## config.mk

```make
export PLATFORM = sky130hd
export DESIGN_NAME = pipe_ctrl
export DESIGN_NICKNAME = d
export VERILOG_FILES = /design/src/rtl/pipe_ctrl_pkg.sv /design/src/rtl/pipe_ctrl_hazard.sv /design/src/rtl/pipe_ctrl.sv
export SDC_FILE = /design/constraint.sdc
export NUM_CORES = 1
export LEC_CHECK = 0
export CORE_MARGIN = 4
export CORE_UTILIZATION = 46
export DETAILED_ROUTE_END_ITERATION = 12
export PLACE_DENSITY = 0.83
export SLEW_MARGIN = 20
export SYNTH_ARGS = -nofsm -noshare
export SYNTH_HDL_FRONTEND = slang
export SYNTH_SLANG_ARGS = --single-unit
export TNS_END_PERCENT = 50
```

## constraint.sdc

```tcl
create_clock -name clk_i -period 4.7 [get_ports clk_i]
set_clock_uncertainty 0.15 [all_clocks]
set_input_delay 1.41 -clock clk_i [delete_from_list [all_inputs] [get_ports clk_i]]
set_output_delay 1.41 -clock clk_i [all_outputs]
set_load 0.01 [all_outputs]
```

## src/rtl/pipe_ctrl_pkg.sv

```systemverilog
// pipe_ctrl_pkg: shared definitions for the pipelined RV32 control unit.
//   - Opcode constants for the decoded instruction classes.
//   - ALUOp encodings (00 add, 01 sub/compare, 10 R-funct, 11 I-funct).
//   - Forwarding-select encodings (FWD_RF, FWD_MEM, FWD_WB).
//   - ctrl_bundle_t control bundle, CTRL_NOP and the opcode decoder.
package pipe_ctrl_pkg;

  localparam logic [6:0] OPC_RTYPE  = 7'b0110011;
  localparam logic [6:0] OPC_IALU   = 7'b0010011;
  localparam logic [6:0] OPC_LOAD   = 7'b0000011;
  localparam logic [6:0] OPC_STORE  = 7'b0100011;
  localparam logic [6:0] OPC_BRANCH = 7'b1100011;

  localparam logic [1:0] ALUOP_ADD    = 2'b00;
  localparam logic [1:0] ALUOP_SUB    = 2'b01;
  localparam logic [1:0] ALUOP_RFUNCT = 2'b10;
  localparam logic [1:0] ALUOP_IFUNCT = 2'b11;

  // EX operand source selects.
  localparam logic [1:0] FWD_RF  = 2'b00;
  localparam logic [1:0] FWD_MEM = 2'b10;
  localparam logic [1:0] FWD_WB  = 2'b01;

  typedef struct packed {
    logic       branch;
    logic       mem_read;
    logic       mem_write;
    logic       mem_to_reg;
    logic       reg_write;
    logic       alu_src;
    logic [1:0] alu_op;
  } ctrl_bundle_t;

  localparam ctrl_bundle_t CTRL_NOP = '0;

  // Full-opcode decode; anything unrecognised becomes a NOP bundle.
  function automatic ctrl_bundle_t decode_op(input logic [6:0] op);
    ctrl_bundle_t c;
    c = CTRL_NOP;
    unique case (op)
      OPC_RTYPE: begin
        c.reg_write = 1'b1;
        c.alu_op    = ALUOP_RFUNCT;
      end
      OPC_IALU: begin
        c.reg_write = 1'b1;
        c.alu_src   = 1'b1;
        c.alu_op    = ALUOP_IFUNCT;
      end
      OPC_LOAD: begin
        c.reg_write  = 1'b1;
        c.alu_src    = 1'b1;
        c.mem_read   = 1'b1;
        c.mem_to_reg = 1'b1;
        c.alu_op     = ALUOP_ADD;
      end
      OPC_STORE: begin
        c.alu_src   = 1'b1;
        c.mem_write = 1'b1;
        c.alu_op    = ALUOP_ADD;
      end
      OPC_BRANCH: begin
        c.branch = 1'b1;
        c.alu_op = ALUOP_SUB;
      end
      default: c = CTRL_NOP;
    endcase
    return c;
  endfunction

endpackage

```

## src/rtl/pipe_ctrl_hazard.sv

```systemverilog
// pipe_ctrl_hazard: purely combinational stall and operand-forwarding logic.
// Configuration macro: PIPE_CTRL_FWD_EN
//   defined   - forwarding from EX/MEM and MEM/WB; only load-use hazards stall.
//   undefined - forwarding tied to register file; any RAW hazard against an
//               in-flight writer in EX or MEM stalls.
// Ports:
//   rs1_id_i, rs2_id_i    ID-stage source registers
//   mem_read_ex_i         load in EX
//   reg_write_ex_i        EX instruction writes a register
//   rd_ex_i               EX destination
//   rs1_ex_i, rs2_ex_i    EX-stage source registers
//   reg_write_mem_i       MEM instruction writes a register
//   rd_mem_i              MEM destination
//   reg_write_wb_i        WB instruction writes a register
//   rd_wb_i               WB destination
//   stall_o               hold PC and IF/ID, bubble into ID/EX
//   fwd_a_o, fwd_b_o      EX operand source selects
module pipe_ctrl_hazard
  import pipe_ctrl_pkg::*;
#(
  parameter int unsigned REG_AW = 5
) (
  input  logic [REG_AW-1:0] rs1_id_i,
  input  logic [REG_AW-1:0] rs2_id_i,
  input  logic              mem_read_ex_i,
  input  logic              reg_write_ex_i,
  input  logic [REG_AW-1:0] rd_ex_i,
  input  logic [REG_AW-1:0] rs1_ex_i,
  input  logic [REG_AW-1:0] rs2_ex_i,
  input  logic              reg_write_mem_i,
  input  logic [REG_AW-1:0] rd_mem_i,
  input  logic              reg_write_wb_i,
  input  logic [REG_AW-1:0] rd_wb_i,
  output logic              stall_o,
  output logic [1:0]        fwd_a_o,
  output logic [1:0]        fwd_b_o
);

  // A producer only counts when it names a real register; x0 never matches.
  function automatic logic hit(input logic [REG_AW-1:0] rd, input logic [REG_AW-1:0] rs);
    return (rd != '0) && (rd == rs);
  endfunction

`ifdef PIPE_CTRL_FWD_EN

  // MEM is checked first so the youngest producer wins.
  function automatic logic [1:0] fwd_sel(input logic [REG_AW-1:0] rs,
                                         input logic              wr_mem,
                                         input logic [REG_AW-1:0] rd_mem,
                                         input logic              wr_wb,
                                         input logic [REG_AW-1:0] rd_wb);
    logic [1:0] sel;
    sel = FWD_RF;
    if (wr_mem && hit(rd_mem, rs)) begin
      sel = FWD_MEM;
    end else if (wr_wb && hit(rd_wb, rs)) begin
      sel = FWD_WB;
    end
    return sel;
  endfunction

  logic unused_reg_write_ex;
  assign unused_reg_write_ex = reg_write_ex_i;

  always_comb begin
    stall_o = mem_read_ex_i && (hit(rd_ex_i, rs1_id_i) || hit(rd_ex_i, rs2_id_i));
    fwd_a_o = fwd_sel(rs1_ex_i, reg_write_mem_i, rd_mem_i, reg_write_wb_i, rd_wb_i);
    fwd_b_o = fwd_sel(rs2_ex_i, reg_write_mem_i, rd_mem_i, reg_write_wb_i, rd_wb_i);
  end

`else

  // WB is not checked: the register file writes before it reads.
  logic unused_fwd_inputs;
  assign unused_fwd_inputs = ^{mem_read_ex_i, rs1_ex_i, rs2_ex_i, reg_write_wb_i, rd_wb_i};

  always_comb begin
    stall_o = (reg_write_ex_i  && (hit(rd_ex_i, rs1_id_i)  || hit(rd_ex_i, rs2_id_i))) ||
              (reg_write_mem_i && (hit(rd_mem_i, rs1_id_i) || hit(rd_mem_i, rs2_id_i)));
    fwd_a_o = FWD_RF;
    fwd_b_o = FWD_RF;
  end

`endif

endmodule

```

## src/rtl/pipe_ctrl.sv

```systemverilog
// pipe_ctrl: pipelined control unit for the five-stage RV32 core.
// Decodes the ID opcode and carries the control bundle and register addresses
// through ID/EX, EX/MEM and MEM/WB; produces stall, flush and forward selects.
// Configuration macro: PIPE_CTRL_FWD_EN (enables operand forwarding, see
// pipe_ctrl_hazard).
// Ports:
//   clk_i                        clock, rising edge
//   rst_i                        synchronous reset, active-high
//   Op_i                         ID-stage opcode
//   RS1addr_i, RS2addr_i         ID-stage source registers
//   RDaddr_i                     ID-stage destination register
//   Equal_i                      ID-stage branch compare result
//   Stall_o                      hold PC and IF/ID, bubble into ID/EX
//   Flush_o                      clear IF/ID on a taken branch
//   ALUOp_EX_o, ALUSrc_EX_o      EX-stage controls
//   MemRead_MEM_o, MemWrite_MEM_o MEM-stage controls
//   MemtoReg_WB_o, RegWrite_WB_o WB-stage controls
//   RDaddr_WB_o                  WB destination register
//   ForwardA_o, ForwardB_o       EX operand source selects
module pipe_ctrl
  import pipe_ctrl_pkg::*;
#(
  parameter int unsigned OP_W    = 7,
  parameter int unsigned REG_AW  = 5,
  parameter int unsigned ALUOP_W = 2
) (
  input  logic               clk_i,
  input  logic               rst_i,
  input  logic [OP_W-1:0]    Op_i,
  input  logic [REG_AW-1:0]  RS1addr_i,
  input  logic [REG_AW-1:0]  RS2addr_i,
  input  logic [REG_AW-1:0]  RDaddr_i,
  input  logic               Equal_i,
  output logic               Stall_o,
  output logic               Flush_o,
  output logic [ALUOP_W-1:0] ALUOp_EX_o,
  output logic               ALUSrc_EX_o,
  output logic               MemRead_MEM_o,
  output logic               MemWrite_MEM_o,
  output logic               MemtoReg_WB_o,
  output logic               RegWrite_WB_o,
  output logic [REG_AW-1:0]  RDaddr_WB_o,
  output logic [1:0]         ForwardA_o,
  output logic [1:0]         ForwardB_o
);

  ctrl_bundle_t id_ctrl;
  logic         hazard_stall;

  // ID/EX
  ctrl_bundle_t      ex_ctrl_q, ex_ctrl_d;
  logic [REG_AW-1:0] ex_rs1_q, ex_rs1_d;
  logic [REG_AW-1:0] ex_rs2_q, ex_rs2_d;
  logic [REG_AW-1:0] ex_rd_q, ex_rd_d;

  // EX/MEM
  logic              mem_mem_read_q, mem_mem_read_d;
  logic              mem_mem_write_q, mem_mem_write_d;
  logic              mem_mem_to_reg_q, mem_mem_to_reg_d;
  logic              mem_reg_write_q, mem_reg_write_d;
  logic [REG_AW-1:0] mem_rd_q, mem_rd_d;

  // MEM/WB
  logic              wb_mem_to_reg_q, wb_mem_to_reg_d;
  logic              wb_reg_write_q, wb_reg_write_d;
  logic [REG_AW-1:0] wb_rd_q, wb_rd_d;

  // Branch is resolved in ID; the copy in EX has no consumer.
  logic unused_ex_branch;
  assign unused_ex_branch = ex_ctrl_q.branch;

  pipe_ctrl_hazard #(
    .REG_AW (REG_AW)
  ) u_hazard (
    .rs1_id_i        (RS1addr_i),
    .rs2_id_i        (RS2addr_i),
    .mem_read_ex_i   (ex_ctrl_q.mem_read),
    .reg_write_ex_i  (ex_ctrl_q.reg_write),
    .rd_ex_i         (ex_rd_q),
    .rs1_ex_i        (ex_rs1_q),
    .rs2_ex_i        (ex_rs2_q),
    .reg_write_mem_i (mem_reg_write_q),
    .rd_mem_i        (mem_rd_q),
    .reg_write_wb_i  (wb_reg_write_q),
    .rd_wb_i         (wb_rd_q),
    .stall_o         (hazard_stall),
    .fwd_a_o         (ForwardA_o),
    .fwd_b_o         (ForwardB_o)
  );

  always_comb begin
    id_ctrl = decode_op(Op_i);
    // Reset masks stall/flush so a pending hazard from pre-reset state is dropped.
    Stall_o = hazard_stall & ~rst_i;
    // Stall wins: the branch is re-evaluated once the hazard clears.
    Flush_o = id_ctrl.branch & Equal_i & ~Stall_o & ~rst_i;
  end

  always_comb begin
    // The bubble keeps the source addresses; only the bundle and RD are cleared.
    ex_ctrl_d = Stall_o ? CTRL_NOP : id_ctrl;
    ex_rd_d   = Stall_o ? '0 : RDaddr_i;
    ex_rs1_d  = RS1addr_i;
    ex_rs2_d  = RS2addr_i;

    mem_mem_read_d   = ex_ctrl_q.mem_read;
    mem_mem_write_d  = ex_ctrl_q.mem_write;
    mem_mem_to_reg_d = ex_ctrl_q.mem_to_reg;
    mem_reg_write_d  = ex_ctrl_q.reg_write;
    mem_rd_d         = ex_rd_q;

    wb_mem_to_reg_d = mem_mem_to_reg_q;
    wb_reg_write_d  = mem_reg_write_q;
    wb_rd_d         = mem_rd_q;
  end

  always_ff @(posedge clk_i) begin
    if (rst_i) begin
      ex_ctrl_q        <= CTRL_NOP;
      ex_rs1_q         <= '0;
      ex_rs2_q         <= '0;
      ex_rd_q          <= '0;
      mem_mem_read_q   <= 1'b0;
      mem_mem_write_q  <= 1'b0;
      mem_mem_to_reg_q <= 1'b0;
      mem_reg_write_q  <= 1'b0;
      mem_rd_q         <= '0;
      wb_mem_to_reg_q  <= 1'b0;
      wb_reg_write_q   <= 1'b0;
      wb_rd_q          <= '0;
    end else begin
      ex_ctrl_q        <= ex_ctrl_d;
      ex_rs1_q         <= ex_rs1_d;
      ex_rs2_q         <= ex_rs2_d;
      ex_rd_q          <= ex_rd_d;
      mem_mem_read_q   <= mem_mem_read_d;
      mem_mem_write_q  <= mem_mem_write_d;
      mem_mem_to_reg_q <= mem_mem_to_reg_d;
      mem_reg_write_q  <= mem_reg_write_d;
      mem_rd_q         <= mem_rd_d;
      wb_mem_to_reg_q  <= wb_mem_to_reg_d;
      wb_reg_write_q   <= wb_reg_write_d;
      wb_rd_q          <= wb_rd_d;
    end
  end

  always_comb begin
    ALUOp_EX_o     = ex_ctrl_q.alu_op;
    ALUSrc_EX_o    = ex_ctrl_q.alu_src;
    MemRead_MEM_o  = mem_mem_read_q;
    MemWrite_MEM_o = mem_mem_write_q;
    MemtoReg_WB_o  = wb_mem_to_reg_q;
    RegWrite_WB_o  = wb_reg_write_q;
    RDaddr_WB_o    = wb_rd_q;
  end

endmodule

```

# ---- Yosys cells after proc, flatten, opt, wreduce, memory -nomap -nowiden
# Index checks and enable logic that the tools add are counted.
# W data, S select, Z words.
dict set report totals {
  n_memories 0
  regBits 26
  rom_bits 0
  elab_cells 48
  latchBits 0
  ramBits 0
  output_inout_bits 18
  in_bits 25
}
dict set report classes {
  eq_ne 9
  div 0
  multipliers 0
  n_lt_le_gt_ge 0
  bitwise_logic 6
  n_addsub 0
  reduce_logical 14
  muxes 6
  shift 0
}
# op count
set op_table {}
lappend op_table {{$eq A5 B5 Y1} 4}
lappend op_table {{$eq A7 B6 Y1 const B} 2}
lappend op_table {{$reduce_bool A5 Y1} 2}
lappend op_table {{$eq A7 B2 Y1 const B} 1}
lappend op_table {{$eq A7 B5 Y1 const B} 1}
lappend op_table {{$eq A7 B7 Y1 const B} 1}
lappend op_table {{$logic_and A1 B1 Y1} 6}
lappend op_table {{$pmux W2 S3} 1}
lappend op_table {{$reduce_or A3 Y1} 2}
lappend op_table {{$mux W1} 5}
lappend op_table {{$and A1 B1 Y1} 4}
lappend op_table {{$logic_or A1 B1 Y1} 3}
lappend op_table {{$not A1 Y1} 2}
lappend op_table {{$reduce_or A2 Y1} 1}

# ---- Logic depth before layout (Yosys ltp)
dict set report depth {
  ltp_word 9
  depth_mapped 6
}

# ---- Cells and area by module
# Synthesis repeated with hierarchy kept, for this count alone.
dict set report hier_totals {
  cells_unflattened 126
  area_unflattened_um2 1371.3
}
# mod n_inst seq_area_each_um2 area_each_um2 cells_per_inst
set modules_own_cells {}
lappend modules_own_cells {pipe_ctrl 1 720.7 1081.0 86}
lappend modules_own_cells {pipe_ctrl_hazard 1 0.0 290.3 40}

# ---- Worst setup path after synthesis
# Ideal clock, no wire load.
dict set report synth_path {
  path_type {input to output}
  from {in RS2addr_i[0]}
  to {out Stall_o}
  slack_ps 646
  cell_stages 6
  t_required_ps 3140
  arrival_time_ps 2494
  path_cell_list {xor2_1 > nor3_1 > a22oi_1 > o22ai_2 > buf_6 > nor2b_1}
}
dict set report synth_between {
  elab_chain_cells 6
  word_cells_on_any_way 10
  cone_classes {eq/ne (2); bitwise (1); reduce/logical (7)}
}
# element line_no
set synth_lines {}
lappend synth_lines {{start: declaration} pipe_ctrl.sv:31} ;# input logic [REG_AW-1:0] RS2addr_i,
lappend synth_lines {{$eq A5 B5 Y1} pipe_ctrl_hazard.sv:41} ;# return (rd != '0) && (rd == rs);
lappend synth_lines {{$logic_and A1 B1 Y1} pipe_ctrl_hazard.sv:41}
lappend synth_lines {{$logic_or A1 B1 Y1 (on tied branches)} {pipe_ctrl_hazard.sv:78, pipe_ctrl_hazard.sv:79}}
lappend synth_lines {{$logic_and A1 B1 Y1 (on tied branches)} {pipe_ctrl_hazard.sv:78, pipe_ctrl_hazard.sv:79}}
lappend synth_lines {{$logic_or A1 B1 Y1 (*)} pipe_ctrl_hazard.sv:78} ;# stall_o = (reg_write_ex_i && (hit(rd_ex_i, rs1_id_i) || hit(rd_ex_i, rs2_id_i))) ||
lappend synth_lines {{$and A1 B1 Y1 (*)} pipe_ctrl.sv:94} ;# Stall_o = hazard_stall & ~rst_i;
lappend synth_lines {{end: declaration} pipe_ctrl.sv:34} ;# output logic Stall_o,
# Mark *: on every way between the ends. The rest lies on a longest branch, timed or not.

# ---- Worst setup path after layout
dict set report layout_path {
  from {in RS1addr_i[4]}
  to {out Flush_o}
}
dict set report layout_between {
  elab_chain_cells 9
  word_cells_on_any_way 13
  cone_classes {eq/ne (2); bitwise (4); reduce/logical (7)}
}
# element line_no
set layout_lines {}
lappend layout_lines {{start: declaration} pipe_ctrl.sv:30} ;# input logic [REG_AW-1:0] RS1addr_i,
lappend layout_lines {{$eq A5 B5 Y1} pipe_ctrl_hazard.sv:41}
lappend layout_lines {{$logic_and A1 B1 Y1} pipe_ctrl_hazard.sv:41}
lappend layout_lines {{$logic_or A1 B1 Y1 (on tied branches)} {pipe_ctrl_hazard.sv:78, pipe_ctrl_hazard.sv:79}}
lappend layout_lines {{$logic_and A1 B1 Y1 (on tied branches)} {pipe_ctrl_hazard.sv:78, pipe_ctrl_hazard.sv:79}}
lappend layout_lines {{$logic_or A1 B1 Y1 (*)} pipe_ctrl_hazard.sv:78}
lappend layout_lines {{$and A1 B1 Y1 (*)} pipe_ctrl.sv:94}
lappend layout_lines {{$not A1 Y1 (*)} pipe_ctrl.sv:96} ;# Flush_o = id_ctrl.branch & Equal_i & ~Stall_o & ~rst_i;
lappend layout_lines {{$and A1 B1 Y1 (*) (2 in a row)} pipe_ctrl.sv:96}
lappend layout_lines {{end: declaration} pipe_ctrl.sv:35} ;# output logic Flush_o,
# Marked as above.

==> impl_results.md <==
* Pwr dens at 277 nW/um^2
* Netlist Area Pre-Place at between 1000 and 1500 sq um
* Placed Instances at 175
* TritonCTS clock tree: yes
* Leakage at 0.000631 uW
* Number of instances in the synthesized netlist at ~110
* Vias in the first global route at between 900 and 1000
* Count of boundary I/O pins at 43
* Endpoint class of the critical path: primary output
* Upper clock frequency limit at 218 MHz
* Last weighted congestion value of the routability-driven placer at 0.931
* Input/output buffers at 38
* Largest driver fanout on the critical path at 4
* Starting density of the core at 49.9%
* Dominant cell type by area after synthesis: dfxtp_1
* Sequential cell area in the final layout at between 500 and 600 sq um
* DRC at 0
* Final clock period utilization by the worst path at a little over nine tenths
* Biggest area contributors in the synthesized netlist: dfxtp_1 46%, xor2_1 15%, nor2b_1 9.4%
* Startpoint Class: input port
* Number of flops mapped to enable cells by yosys at 0
* # rows at 17
* Number of optimization iterations in the first detailed-route pass at 4
* Vias at 884
* Die Y-Extent at slightly below 60 microns
* Avg Inst Size Synth at between 10 and 15 sq um
* Period minus WS final at 4.58 ns
* Congestion Overflow GR at 0
* CTS sink cnt at 26
* Number of buffers between clock root and the deepest sink at 2
* Sequential-to-total area share from yosys stat at between 40% and 50%
* Count of final hold-check violations at 0
* Average wire per cell in the routed design at 13.4 microns
* Global-route usage over all layers at 15.5%
* Placed wire-length estimate at 1880 microns
* Synth Warn # at 0
* Critical Path AT at 3.02 ns
* Post-route insts no fill at 179
* Number of cells traversed by the worst register-to-register path at 5
* Post-Route WL at 2390 microns
* Register clock-pin slew on the reported worst setup and hold paths at 0.13 ns
* Die W at 57.7 microns
* Fraction of layout cells with a size suffix above 1 at 17.2%
* Antenna violations before repair at 0
* Share of flip-flops with an asynchronous set or reset after synthesis at 0%
* Pin count of the biggest net entering global routing at 24
* Number of maximum-capacitance violations at 0
* Top cells by instance count after synthesis: 26 x dfxtp_1, 20 x xor2_1, 17 x nor2b_1, 8 x nor2_1, 5 x nor3b_2
* Final core utilization at ~70%
* Buffers inserted during post-CTS setup optimization at 0
* Required arrival time at the worst endpoint at 3.14 ns
* Clock latency on the worst-skew pair at 0.32 ns
* P&R area growth vs syn at 41.0%
* Maximum VDD drop at 223 uV
* Worst Hold End: mem_mem_to_reg_q
* Reg-to-Reg End: ALUSrc_EX_o
* Wire length of the first global-routing pass at 3960 microns
* Status: completed
* Clk Tree Root Cell: clkbuf_4
* Number of H-tree branching levels at 1
* Hold Path Cell Cnt at 1
* Worst Hold Launch: mem_mem_to_reg_d
* Average vias per placed instance at 4.94
* Final Max Slew Viols at 0
* Setup-failing EPs final at 0
* Classification of the worst-slack hold path: reg -> reg
* Filler Cell Count at 170
* Floorplan Core Area at ~2300 sq um
* Area used by multi-input combinational logic at ~580 sq um
* Antenna Nets Post-Route at 0
* Setup Crit Path Kind: in -> out
* Total clock buffers created by CTS at 3
* Die outline area at 3330 sq um
* Antenna diode instance count at 0
* R2R Setup Slk at 2.74 ns
* Proportion of netlist area held by the largest area contributor at a little under half
* Startpoint of the worst register-to-register path: mem_rd_q[0]
* Primary FF master, synth: dfxtp_1
* Layout net count at 177
* First DRT Iteration DRCs at 8
* Most common cell in the netlist: dfxtp_1
* Distinct cell type count of the synthesized netlist at 24
* Number of synthesized register bits at 26
[layout make-up]
| cell class | instances | area share (%) |
|---|---|---|
| multi-input cells | 78 | 36.5 |
| flip-flops and latches | 26 | 32.5 |
| repair buffers | 43 | 25.5 |
| well taps | 28 | 2.19 |
| clock inverters | 1 | 1.88 |
| clock buffers | 3 | 1.41 |
[flip-flops by register name, indices dropped and copies added, names as in the netlist]
name and flops:
ALUOp_EX_o 2, ALUSrc_EX_o 1, MemWrite_MEM_o 1, MemtoReg_WB_o 1, RDaddr_WB_o 5, RegWrite_WB_o 1, ex_rd_q 5, mem_mem_to_reg_d 1
mem_mem_to_reg_q 1, mem_mem_write_d 1, mem_rd_q 5, mem_reg_write_d 1, mem_reg_write_q 1
[per-stage QoR]
step	hold slack, ns	setup WS (ns)	total power, uW	area, sq um	TNS [ns]
after floorplan	0.264	0.646	266	1150	0
final	0.312	0.120	443	1600	0
after global routing	0.328	-0.00828	461	1600	-0.00828
after global placement	0.270	-0.241	296	1550	-0.450
after CTS	0.308	0.0292	446	1600	0
after detailed placement	0.272	-0.260	298	1550	-0.512
[timing repair]
action / 4_1_cts / 5_1_grt
resized for setup: 2 / 6
setup endpoints to repair: 2 / 2
hold buffers: 0 / 0
pin swaps: 1 / 2
[cell usage in the layout (no fill, tap or decap), types with 2 or more instances in the layout]
| cell type | instances |
|---|---|
| nor3_1 | 3 |
| clkbuf_2 | 2 |
| clkbuf_4 | 3 |
| dfxtp_1 | 26 |
| nand2_1 | 2 |
| nand3_1 | 2 |
| nor3b_2 | 5 |
| nor4_1 | 2 |
| a22oi_1 | 3 |
| buf_4 | 5 |
| nor3_2 | 3 |
| conb_1 | 4 |
| clkdlybuf4s50_1 | 36 |
| or4_1 | 2 |
| nor2_1 | 8 |
| nor2b_1 | 16 |
| xor2_1 | 20 |
[critical path: stages]
cell and delay, ns:
clkdlybuf4s50_1 0.54, xor2_1 0.22, nor3_2 0.06, a22oi_1 0.19, o22ai_2 0.17, nor4_4 0.26
clkbuf_2 0.17
[logic make-up after synthesis]
logic type	count (synthesis)	synth area share, %
compound gates	7	5.62
other cells	1	0.330
buf+inv	7	4.30
simple gates	47	28.4
xor+xnor	20	15.4
flops	26	45.9
[worst max path at each step]
stage / start / end / slack [ns]
floorplan: RS2addr_i[0] / Stall_o / 0.65
global placement: RS2addr_i[1] / Flush_o / -0.24
detailed placement: RS2addr_i[0] / Stall_o / -0.26
CTS: RS2addr_i[3] / Flush_o / 0.03
global route: RS1addr_i[3] / Flush_o / -0.008
finish: RS1addr_i[4] / Flush_o / 0.12
[metal layers]
metal  global-route usage [%]  vias up  wire (microns)
li1                         -      440               -
met1                     17.9      407             965
met2                     26.1       31            1230
met3                     4.01        6             136
met4                     7.95        0              63
met5                        0        -               0
[report_power, final]
part	internal [uW]	switching, uW
clock	86.3	62.3
combinational	36.3	25.8
sequential	226	5.91
total	349	94.0
(Power assumes the default switching activity.)
